## config.mk

```make
export PLATFORM = sky130hd
export DESIGN_NAME = gather_bpsk_flat
export DESIGN_NICKNAME = d
export VERILOG_FILES = /design/src/rtl/gather_bpsk_if.sv /design/src/rtl/gather_bpsk.sv /design/src/flat_wrapper.sv
export SDC_FILE = /design/constraint.sdc
export NUM_CORES = 1
export LEC_CHECK = 0
export CAP_MARGIN = 20
export CORE_AREA = 2 2 127 92
export DETAILED_ROUTE_END_ITERATION = 6
export DIE_AREA = 0 0 129 94
export HOLD_SLACK_MARGIN = 0.06
export PLACE_DENSITY = 0.59
export SKIP_LAST_GASP = 1
export SYNTH_ARGS = -nofsm -noshare
export SYNTH_HDL_FRONTEND = slang
export SYNTH_SLANG_ARGS = --single-unit
```

## constraint.sdc

```tcl
create_clock -name CLK -period 1.8 [get_ports CLK]
set_input_delay 0.45 -clock CLK [delete_from_list [all_inputs] [get_ports CLK]]
set_output_delay 0.45 -clock CLK [all_outputs]
set_load 0.02 [all_outputs]
```

## src/rtl/gather_bpsk_if.sv

```systemverilog
// gather_bpsk_if: serial-bit input, word output and status bundle for gather_bpsk
interface gather_bpsk_if #(parameter int WIDTH = 32);
  logic             valid_i;
  logic             data_i;
  logic             valid_o;
  logic [WIDTH-1:0] data_o;
  logic             ack_o;
  logic             short_o;
  logic             overrun_o;
  logic [15:0]      words_o;
  modport master (output valid_i, data_i, ack_o, input valid_o, data_o, short_o, overrun_o, words_o);
  modport slave (input valid_i, data_i, ack_o, output valid_o, data_o, short_o, overrun_o, words_o);
endinterface

```

## src/rtl/gather_bpsk.sv

```systemverilog
// gather_bpsk: assembles LSB-first serial bits into WIDTH-bit words behind a one-word output register
module gather_bpsk #(
  parameter int WIDTH = 32
) (
  input logic              CLK,
  input logic              RST,
  gather_bpsk_if.slave     bus
);
  localparam int CW = $clog2(WIDTH);
  localparam logic [CW-1:0] LAST = CW'(WIDTH - 1);
  typedef enum logic {S_IDLE, S_FILL} state_t;
  state_t           state, state_n;
  logic [CW-1:0]    cnt, cnt_n;
  logic [WIDTH-1:0] shift;
  logic             short_n, done, load;
  // every accepted bit enters at the MSB, so after WIDTH-1 bits the first one sits at shift[1]
  always_ff @(posedge CLK)
    if (RST && bus.valid_i) shift <= {bus.data_i, shift[WIDTH-1:1]};
  always_comb begin
    state_n = bus.valid_i ? S_FILL : S_IDLE;
    cnt_n   = !bus.valid_i ? '0 : state == S_IDLE ? CW'(1) : cnt == LAST ? '0 : cnt + CW'(1);
    short_n = state == S_FILL && !bus.valid_i && cnt != '0;
    done    = state == S_FILL && bus.valid_i && cnt == LAST;
    load    = done && (!bus.valid_o || bus.ack_o);
  end
  always_ff @(posedge CLK) begin
    if (!RST) begin
      state         <= S_IDLE;
      cnt           <= '0;
      bus.valid_o   <= 1'b0;
      bus.data_o    <= '0;
      bus.short_o   <= 1'b0;
      bus.overrun_o <= 1'b0;
      bus.words_o   <= '0;
    end else begin
      state         <= state_n;
      cnt           <= cnt_n;
      bus.short_o   <= short_n;
      bus.valid_o   <= load || (bus.valid_o && !bus.ack_o);
      bus.overrun_o <= bus.overrun_o || (done && !load);
      if (load) begin
        bus.data_o  <= {bus.data_i, shift[WIDTH-1:1]};
        bus.words_o <= bus.words_o + 16'(bus.words_o != 16'hFFFF);
      end
    end
  end
endmodule

```

## src/flat_wrapper.sv

```systemverilog
// flat-port wrapper written by rule: the top's interface ports become plain ports
module gather_bpsk_flat 
#(
  parameter int WIDTH = 32
)
  (CLK, RST, bus_valid_i, bus_data_i, bus_ack_o, bus_valid_o, bus_data_o, bus_short_o, bus_overrun_o, bus_words_o);
  gather_bpsk_if #(.WIDTH(WIDTH)) bus_i ();
  input logic CLK;
  input logic RST;
  input wire logic [$bits(bus_i.valid_i)-1:0] bus_valid_i;
  input wire logic [$bits(bus_i.data_i)-1:0] bus_data_i;
  input wire logic [$bits(bus_i.ack_o)-1:0] bus_ack_o;
  output wire logic [$bits(bus_i.valid_o)-1:0] bus_valid_o;
  output wire logic [$bits(bus_i.data_o)-1:0] bus_data_o;
  output wire logic [$bits(bus_i.short_o)-1:0] bus_short_o;
  output wire logic [$bits(bus_i.overrun_o)-1:0] bus_overrun_o;
  output wire logic [$bits(bus_i.words_o)-1:0] bus_words_o;
  assign bus_i.valid_i = bus_valid_i;
  assign bus_i.data_i = bus_data_i;
  assign bus_i.ack_o = bus_ack_o;
  assign bus_valid_o = bus_i.valid_o;
  assign bus_data_o = bus_i.data_o;
  assign bus_short_o = bus_i.short_o;
  assign bus_overrun_o = bus_i.overrun_o;
  assign bus_words_o = bus_i.words_o;
  gather_bpsk #(.WIDTH(WIDTH)) u_core (.CLK(CLK), .RST(RST), .bus(bus_i));
endmodule
```

==> results <==
## logic make-up after synthesis
group           Yosys count
fa+ha+maj                 6
flops                    88
buf+inv                  19
simple gates            127
compound gates           55
xor+xnor                  7
## synth_stat cells (2+ instances only)
cell,number
nand2_1,76
dfxtp_1,57
a21oi_1,45
edfxtp_1,31
clkbuf_1,12
nor2_1,10
and2_1,7
nand3_1,7
ha_1,6
inv_1,5
o31ai_1,5
or4_1,5
xor2_1,5
nand4_1,4
and3_1,3
o21ai_0,3
and4_1,2
nor3_1,2
or3_1,2
xnor2_1,2
## final timing paths
path / cells after the start / endpoint
worst max-delay path: 8 / u_core.bus.words_o[15]$_SDFFE_PN0P_
worst min-delay path: 0 / u_core.shift[6]$_DFFE_PP_
worst max register to register: 8 / u_core.bus.words_o[15]$_SDFFE_PN0P_
worst min register to register: 0 / u_core.shift[6]$_DFFE_PP_
## routing by layer
metal	global-route usage (%)	vias to the layer above	share of wire, %
met1	15.57	1213	50
met4	3.080	0	0.82
met2	19.14	43	46
met5	0	-	0
met3	3.929	6	3.8
li1	-	1248	-
## cells in the final DEF (no fill, tap or decap), drive strengths merged, types with 7 or more instances in the layout
| cell | Yosys | routed |
|---|---|---|
| nor2 | 10 | 10 |
| nand2 | 77 | 77 |
| edfxtp | 31 | 31 |
| clkbuf | 12 | 12 |
| dfxtp | 57 | 57 |
| dlygate4sd2 | 0 | 16 |
| nand3 | 7 | 7 |
| inv | 5 | 10 |
| a21oi | 45 | 45 |
| buf | 2 | 44 |
| and2 | 7 | 7 |
| clkdlybuf4s50 | 0 | 37 |
## registers in the layout, indices dropped and copies added (netlist names)
register and cells:
u_core.bus.short_o 1, u_core.bus.words_o 16, u_core.bus.data_o 32, u_core.cnt 5, u_core.shift 31, u_core.state 1
u_core.bus.overrun_o 1, u_core.bus.valid_o 1
## power groups by stage
stage                     clock [mW]  sequential [mW]  combinational (mW)
after floorplan                    0             2.14              0.0317
after global placement             0             2.14              0.0714
after detailed placement           0             2.14              0.0734
after CTS                       1.90             2.10              0.0743
after global routing            1.98             2.11              0.0845
final                           1.84             2.11              0.0766
## area by class of cell
class	count	area share, %
sequential	88	42.51
multi-input combinational	195	26.46
timing repair buffer	102	20.71
clock buffer	9	4.579
tap	153	3.892
clock inverter	7	1.475
inverter	5	0.3816
## timing repair
item / 4_1_cts / 5_1_grt
pin swaps: 4 / 25
endpoints found under the setup margin: 63 / 43
hold buffers: 0 / 0
cloned: 0 / 4
setup buffers: 1 / 3
resized for setup: 31 / 50
## worst max-delay path, stage by stage (launching register included)
cell	delay (ps)
dfxtp_2	350
ha_4	130
and3_4	180
ha_4	150
and3_4	180
buf_6	130
nand3_4	90
or4_4	430
a21oi_2	140
## stage by stage
stage          area [um2]  total power [mW]  hold WS (ps)  setup slack, ps
2_1_floorplan        3253             2.173         426.2           -92.41
3_3_place_gp         4265             2.216         430.4           -187.0
3_5_place_dp         4265             2.218         431.3           -232.2
4_1_cts              4614             4.080         451.0           -66.29
5_1_grt              4918             4.178         469.3           -129.1
6_report             4918             4.019         451.7           -52.43
==> metrics.log <==
INFO  metric status = finished with violations
INFO  metric failing_checks = negative setup slack
INFO  metric finalWorstPathRequiredPeriod = 1852 ps
INFO  metric final_core_occ = 45.33%
INFO  metric sw_frac_of_total = 22.94%
INFO  metric synth_top_family_by_area = simple AND/OR/NAND/NOR gates
INFO  metric grt_usage = 11.94%
INFO  metric setup_ws = -52.43 ps
INFO  metric place_congestion = 0.8199
INFO  metric path_clk_slew = 70 ps
INFO  metric worst_ir_drop_vdd = 0.4806 mV
INFO  metric critPathRequiredTime = 2060 ps
INFO  metric timing.fmax = 539.8 MHz
INFO  metric placementRows = 32
INFO  metric basic_gate_share_of_the_synthesized_area_counting_and_or_nand_and_nor_cells = 18.66%
INFO  metric multiInputGateArea = 1301 um2
INFO  metric cts.path.max_buffers = 2
INFO  metric timing.critical_path.fanout_max = 6
INFO  metric design.core.area = 10850 um2
INFO  metric chipHeight = 94 um
INFO  metric synth_largest_type_area_fraction = 35.91%
INFO  metric slew_headroom = 79.26%
INFO  metric synthToLayoutAreaGrowth = 54.76%
INFO  metric cts.root.buffer_cell = clkbuf_16
INFO  metric critPathLaunchType = register
INFO  metric syn-cell-area = 3178 um2
INFO  metric seq_power_share = 52.4%
INFO  metric leakage = 1.829 nW
INFO  metric hold_path.startpoint = u_core.shift[7]$_DFFE_PP_
INFO  metric async_flop_share = 0%
INFO  metric arrival = 2110 ps
INFO  metric drt_iter0_markers = 142
INFO  metric ys_types = 33
INFO  metric dominantRegCellSynth = dfxtp_1
INFO  metric hold_violations = 0
INFO  metric grt_first_pass_wirelength = 11350 um
INFO  metric r2r_setup_slack = -50 ps
INFO  metric design.die.area = 12130 um2
INFO  metric grt_start_max_net_pins = 40
INFO  metric drive_gt1_share = 31.53%
INFO  metric cts_max_level = 3
INFO  metric drt_first_pass_iters = 4
INFO  metric dp_cells = 535
INFO  metric post_synth_main_area_contributors = dfxtp_1, edfxtp_1, nand2_1, a21oi_1, ha_1
INFO  metric worst_clock_skew = 7.745 ps
INFO  metric synth_xor_area_share = 1.929%
INFO  metric fin_crit_sh = 102.9%
INFO  metric syn_area_per_cell = 10.52 um2
INFO  metric routedWlPerCell = 13.57 um
INFO  metric cts_tree = done
INFO  metric die_w = 129 um
INFO  metric power-per-cell-area = 817.1 nW/um2
INFO  metric place.detailed.hpwl = 4608 um
INFO  metric yosys-mux-area-fraction = 0%
INFO  metric gr-total-overflow = 0
INFO  metric ff_latch_area = 2091 um2
INFO  metric warnings_synthesis = 0
INFO  metric route.vias.total = 2510
INFO  metric grt_pass1_vias = 2404
INFO  metric remaining_drc_errors = 0
INFO  metric timing_worst_slew_pin_value = 306.8 ps
INFO  metric fin_tns_setup = -153.7 ps
INFO  metric count_of_flip_flops_with_a_built_in_enable_after_synthesis = 31
INFO  metric startpoint = u_core.cnt[1]$_SDFF_PP0_
INFO  metric floorplan.initialDensity = 29.29%
INFO  metric p_clk_share = 45.7%
INFO  metric crit_type = reg2reg
INFO  metric holdCritPathClass = reg2reg
INFO  metric port-buffer-count = 55
INFO  metric num-fill-cells = 1039
INFO  metric power.switching = 0.9220 mW
INFO  metric grt_antenna_before_repair = 0
INFO  metric end_kind = register
INFO  metric clock_buffer_count_from_cts = 9
INFO  metric clock_sinks = 88
INFO  metric insertedDiodeCount = 0
INFO  metric post_drt_via_cell_ratio = 4.490
INFO  metric grt_setup_unrepaired = yes
INFO  metric ys_seq_area_share = 65.20%
INFO  metric post-synth-top-area-cell = dfxtp_1
INFO  metric finalSetupViolations = 6
INFO  metric yosys_register_bits = 88
INFO  metric report.final.slew_viol_count = 0
INFO  metric p_int = 3.097 mW
INFO  metric max_cap_violations = 0
INFO  metric synth_cells = 302
INFO  metric final_cells = 559
INFO  metric worstSkewPairLatency = 330 ps
INFO  metric synth_compound_area_share = 9.252%
INFO  metric p_comb_share = 1.9%
INFO  metric synthAdderAreaFrac = 2.362%
INFO  metric io_pins = 56
INFO  metric antenna_violating_nets_post_route = 0
INFO  metric synthesis.nets = 313
INFO  metric fin_nets = 412
INFO  metric detail_route.wirelength = 7583 um
INFO  metric r2r-start = u_core.cnt[1]$_SDFF_PP0_
Power figures use the tool's default switching activity.
